`config.mk`:
```
export PLATFORM = sky130hd
export DESIGN_NAME = rom_boot_copier
export DESIGN_NICKNAME = d
export VERILOG_FILES = /design/src/rtl/rom_boot_copier.sv
export SDC_FILE = /design/constraint.sdc
export NUM_CORES = 1
export LEC_CHECK = 0
export BUFFER_PORTS_ARGS = -buffer_cell sky130_fd_sc_hd__buf_2
export CORE_MARGIN = 2
export CORE_UTILIZATION = 45
export CTS_CLUSTER_SIZE = 28
export DETAILED_ROUTE_END_ITERATION = 8
export PLACE_DENSITY_LB_ADDON = 0.08
export SYNTH_ARGS = -nofsm -noshare
export SYNTH_HDL_FRONTEND = slang
export SYNTH_SLANG_ARGS = --single-unit
```
`constraint.sdc`:
```
create_clock -name clk -period 2.1 [get_ports clk]
set_clock_uncertainty 0.1 [all_clocks]
set_input_delay 0.42 -clock clk [delete_from_list [all_inputs] [get_ports clk]]
set_output_delay 0.42 -clock clk [all_outputs]
set_load 0.1 [all_outputs]
```
`src/rtl/rom_boot_copier.sv`:
```
// Copies n_words words from a registered-output boot ROM to dest_base.. over a Wishbone classic master.
// Latency: 3 cycles per word plus slave wait states, plus one DONE cycle; backpressure comes only from slave ack/err.
module rom_boot_copier #(
    parameter int          aw        = 5,
    parameter int          n_words   = 2**aw,
    parameter logic [31:0] dest_base = 32'h0000_0000
) (
    input  logic          clk,
    input  logic          rst_n,
    input  logic          start,
    output logic          busy,
    output logic          done,
    output logic          err,
    output logic          rom_en,
    output logic [aw-1:0] rom_adr,
    input  logic [31:0]   rom_dat,
    output logic [31:0]   wbm_adr_o,
    output logic [31:0]   wbm_dat_o,
    output logic [3:0]    wbm_sel_o,
    output logic          wbm_we_o,
    output logic          wbm_cyc_o,
    output logic          wbm_stb_o,
    input  logic          wbm_ack_i,
    input  logic          wbm_err_i
);
    typedef enum logic [2:0] {
        S_IDLE,
        S_FETCH,
        S_LATCH,
        S_WRITE,
        S_DONE
    } state_t;

    localparam logic [aw:0] last_idx = (aw+1)'(n_words - 1);

    state_t        state_q, state_d;
    logic [aw:0]   idx_q, idx_d;
    logic [31:0]   dat_q, dat_d;
    logic          err_q, err_d;

    always_ff @(posedge clk or negedge rst_n) begin
        if (!rst_n) begin
            state_q <= S_IDLE;
            idx_q   <= '0;
            dat_q   <= '0;
            err_q   <= 1'b0;
        end else begin
            state_q <= state_d;
            idx_q   <= idx_d;
            dat_q   <= dat_d;
            err_q   <= err_d;
        end
    end

    always_comb begin
        state_d = state_q;
        idx_d   = idx_q;
        dat_d   = dat_q;
        err_d   = err_q;
        case (state_q)
            S_IDLE: begin
                if (start) begin
                    idx_d   = '0;
                    err_d   = 1'b0;
                    state_d = S_FETCH;
                end
            end
            S_FETCH: state_d = S_LATCH;
            S_LATCH: begin
                // ROM output register holds the word addressed in FETCH
                dat_d   = rom_dat;
                state_d = S_WRITE;
            end
            S_WRITE: begin
                if (wbm_err_i) begin
                    err_d   = 1'b1;
                    state_d = S_DONE;
                end else if (wbm_ack_i) begin
                    if (idx_q == last_idx) begin
                        state_d = S_DONE;
                    end else begin
                        idx_d   = idx_q + (aw+1)'(1);
                        state_d = S_FETCH;
                    end
                end
            end
            S_DONE:  state_d = S_IDLE;
            default: state_d = S_IDLE;
        endcase
    end

    // Outputs decode from state so an async reset silences the bus at once
    always_comb begin
        busy      = (state_q != S_IDLE);
        done      = 1'b0;
        err       = err_q;
        rom_en    = 1'b0;
        rom_adr   = '0;
        wbm_adr_o = '0;
        wbm_dat_o = '0;
        wbm_sel_o = 4'hF;
        wbm_we_o  = 1'b0;
        wbm_cyc_o = 1'b0;
        wbm_stb_o = 1'b0;
        case (state_q)
            S_FETCH: begin
                rom_en  = 1'b1;
                rom_adr = idx_q[aw-1:0];
            end
            S_WRITE: begin
                wbm_adr_o = dest_base + (32'(idx_q) << 2);
                wbm_dat_o = dat_q;
                wbm_we_o  = 1'b1;
                wbm_cyc_o = 1'b1;
                wbm_stb_o = 1'b1;
            end
            S_DONE:  done = 1'b1;
            default: ;
        endcase
    end
endmodule

```
==> summary.txt <==
Drt
  • TritonRoute pass-1 iters: 4
  • WL/cell: 13.93 um
  • ANT nets after route: 0
  • Residual DRC count: 0
  • Total routed wirelength: 5.336 mm
  • Vias after detailed routing: 1,834
  • Drt via density: 4.789
  • Violation count after the first detailed-route iteration: 65

Clock network
  • CTS tree: yes
  • Skew-Pair Late Insertion Delay: 0.29 ns
  • CTS Sinks: 42
  • Clock Tree Root: clkbuf_8
  • CTS max path bufs: 2
  • Clock-pin slew on the worst setup and hold paths: 0.08 ns
  • H-tree levels: 2
  • Total CTS buffers: 5

Timing
  • Tcrit/Tclk final: 99.57%
  • Hold Fails Final Rpt: 0
  • Final setup fails: 0
  • Max Freq: 478.3 MHz
  • Final Slew Violations: 0
  • Final min period: 2.091 ns
  • RSZ-0062 raised after global routing: true
  • Final WS setup: 0.009086 ns

Worst setup path
  • CP arrival: 1.57 ns
  • Crit path kind: flip-flop to output port
  • Critical Path End Type: output port
  • Worst-path fanout max: 15
  • Crit start category: flip-flop
  • Critical path's top delay family: buffers and inverters
  • Buffers and inverters on the worst path: 3
  • CP max-delay cell: dfrtp_1
  • Crit-path cells: nand3b_1, inv_2, buf_8, and2_2, buf_12
  • Max incr delay on CP: 0.39 ns
  • Critical Path RT: 1.58 ns

Finish
  • Ant diodes: 0
  • Filler cell count: 396
  • Share of layout cells above drive strength 1: 61.98%
  • Final net count: 350
  • Reg area: 1052 um^2
  • Area growth, synth to finish: 57.25%
  • Area occupied by multi-input gates: 1210 um^2

Floorplan
  • Core ar.: 5140 um^2
  • Initial Util: 46.81%
  • Die Wd: 77.12 um
  • Row cnt: 26
  • Die Span Y: 77.12 um
  • Total die area: 5947 um^2
  • IO Pins: 117

Min path
  • Worst Hold Class: input pin to flip-flop

Synthesis
  • Netlist cell types: 42
  • EDFF count, synth: 0
  • Syn Std Cell Area: 2406 um^2
  • Main synth FF type: dfrtp_1
  • Flops & latches, synth: 42
  • Synth Warn #: 0
  • Synth Instances: 221
  • Asr flop ratio synth: 100.0%
  • Sequential fraction of the synthesis area: 43.68%
  • Syn avg cell area: 10.89 um^2

Run
  • Max-cap violations: 0

GRT
  • Largest net degree at the start of global routing: 43
  • Initial antenna violation count: 0
  • First-pass GRT wire length: 8.783 mm
  • GRT Residual Overflow: 0
  • GRT Util Overall: 18.40%
  • Vias in the first global route: 1,810

Place
  • GPL Wtd Cong: 0.8073
  • PortBufs: 86
  • Pre-CTS WS: 0.1363 ns
  • Dpl hpwl: 3.962 mm

Outcome
  • Outcome: finished, final reports clean
kinds of logic after synthesis:
family | synth area share (%)
AND/OR/NAND/NOR | 19.76
multiplexers | 14.98
flip-flops | 43.68
adder cells (fa/ha/maj) | 0.5199
AO/OA/AOI/OAI | 6.761
buffers and inverters | 13.99
other | 0.3121
path summary, 6_finish.rpt:
check	from	end	slack, ns	cells after the start
min in group asynchronous	rst_n	dat_q[9]	0.52	3
worst min-delay path	rom_dat[18]	dat_q[18]	0.26	2
worst min register to register	dat_q[9]	dat_q[9]	0.39	1
worst max register to register	idx_q[0]	idx_q[5]	0.25	4
worst max-delay path	state_q[2]	wbm_dat_o[31]	0.009	5
max in group asynchronous	rst_n	state_q[0]	1.17	3
cell type report:
| type | count | area share [%] |
|---|---|---|
| Clock inverter | 1 | 0.1323 |
| Tap cell | 70 | 2.315 |
| Clock buffer | 7 | 2.282 |
| Multi-Input combinational cell | 156 | 31.98 |
| Timing Repair Buffer | 101 | 34.59 |
| Inverter | 6 | 0.8929 |
| Sequential cell | 42 | 27.81 |
placed cells by master, fill, tap and decap left out, types with 6 or more instances in the layout:
master | synthesis | layout
buf_4 | 37 | 10
and2_2 | 0 | 26
mux2_2 | 31 | 31
buf_2 | 4 | 37
dfrtp_1 | 42 | 41
nand3_1 | 7 | 7
buf_12 | 0 | 50
clkbuf_8 | 0 | 6
and2_4 | 0 | 14
conb_1 | 2 | 30
state kept, by name, indices dropped and copies added, names as in the netlist:
name     cells
dat_q       32
state_q      3
err          1
idx_q        6
worst register-to-register path, delay by kind of cell, from the launching register on:
family | cells | cell delay [ns]
DFF | 1 | 0.47
adders and majority gates | 1 | 0.26
and+or+nand+nor | 2 | 0.65
AOI/OAI and AO/OA | 1 | 0.26
per-stage QoR:
step | setup TNS, ns | hold slack, ns | area (um^2) | instances | util, %
after global routing | -1.100 | 0.2450 | 3784 | 383 | 73.61
after global placement | 0 | 0.3186 | 3612 | 368 | 70.28
after floorplan | -2.342 | 0.02441 | 2609 | 249 | -
after CTS | 0 | 0.2462 | 3761 | 382 | 73.17
after detailed placement | 0 | 0.3127 | 3612 | 368 | 70.28
final | 0 | 0.2576 | 3784 | 383 | 73.61
metal layers:
metal,vias to the layer above,routed length (um),global-route usage (%)
li1,874,-,-
met1,888,2250,24.32
met2,65,2705,30.00
met3,7,321,4.471
met4,0,58,5.357
met5,-,0,0
Yosys cell counts, drive strengths merged, types with 2 or more instances:
cell type / instances / area share, %
nand2: 5 / 0.78
a21oi: 4 / 0.83
o211ai: 5 / 1.6
conb: 2 / 0.31
clkbuf: 4 / 0.68
and2: 40 / 10
inv: 6 / 0.94
dfrtp: 42 / 44
o311ai: 2 / 0.73
nor3b: 2 / 1.3
nand3: 7 / 1.5
nor2b: 3 / 0.88
nor2: 2 / 0.31
or4: 2 / 0.62
mux2: 32 / 15
nand4b: 2 / 1.4
buf: 41 / 12
a31oi: 3 / 0.78
repair_timing:
item,4_1_cts,5_1_grt
pin swaps,1,0
endpoints found under the hold margin,15,0
buffers inserted,5,1
resized for setup,4,6
endpoints found under the setup margin,46,36
hold buffers,1,0
Power is not shown: default switching activity piles up to over one toggle a cycle in this logic, so the estimate is an artifact.
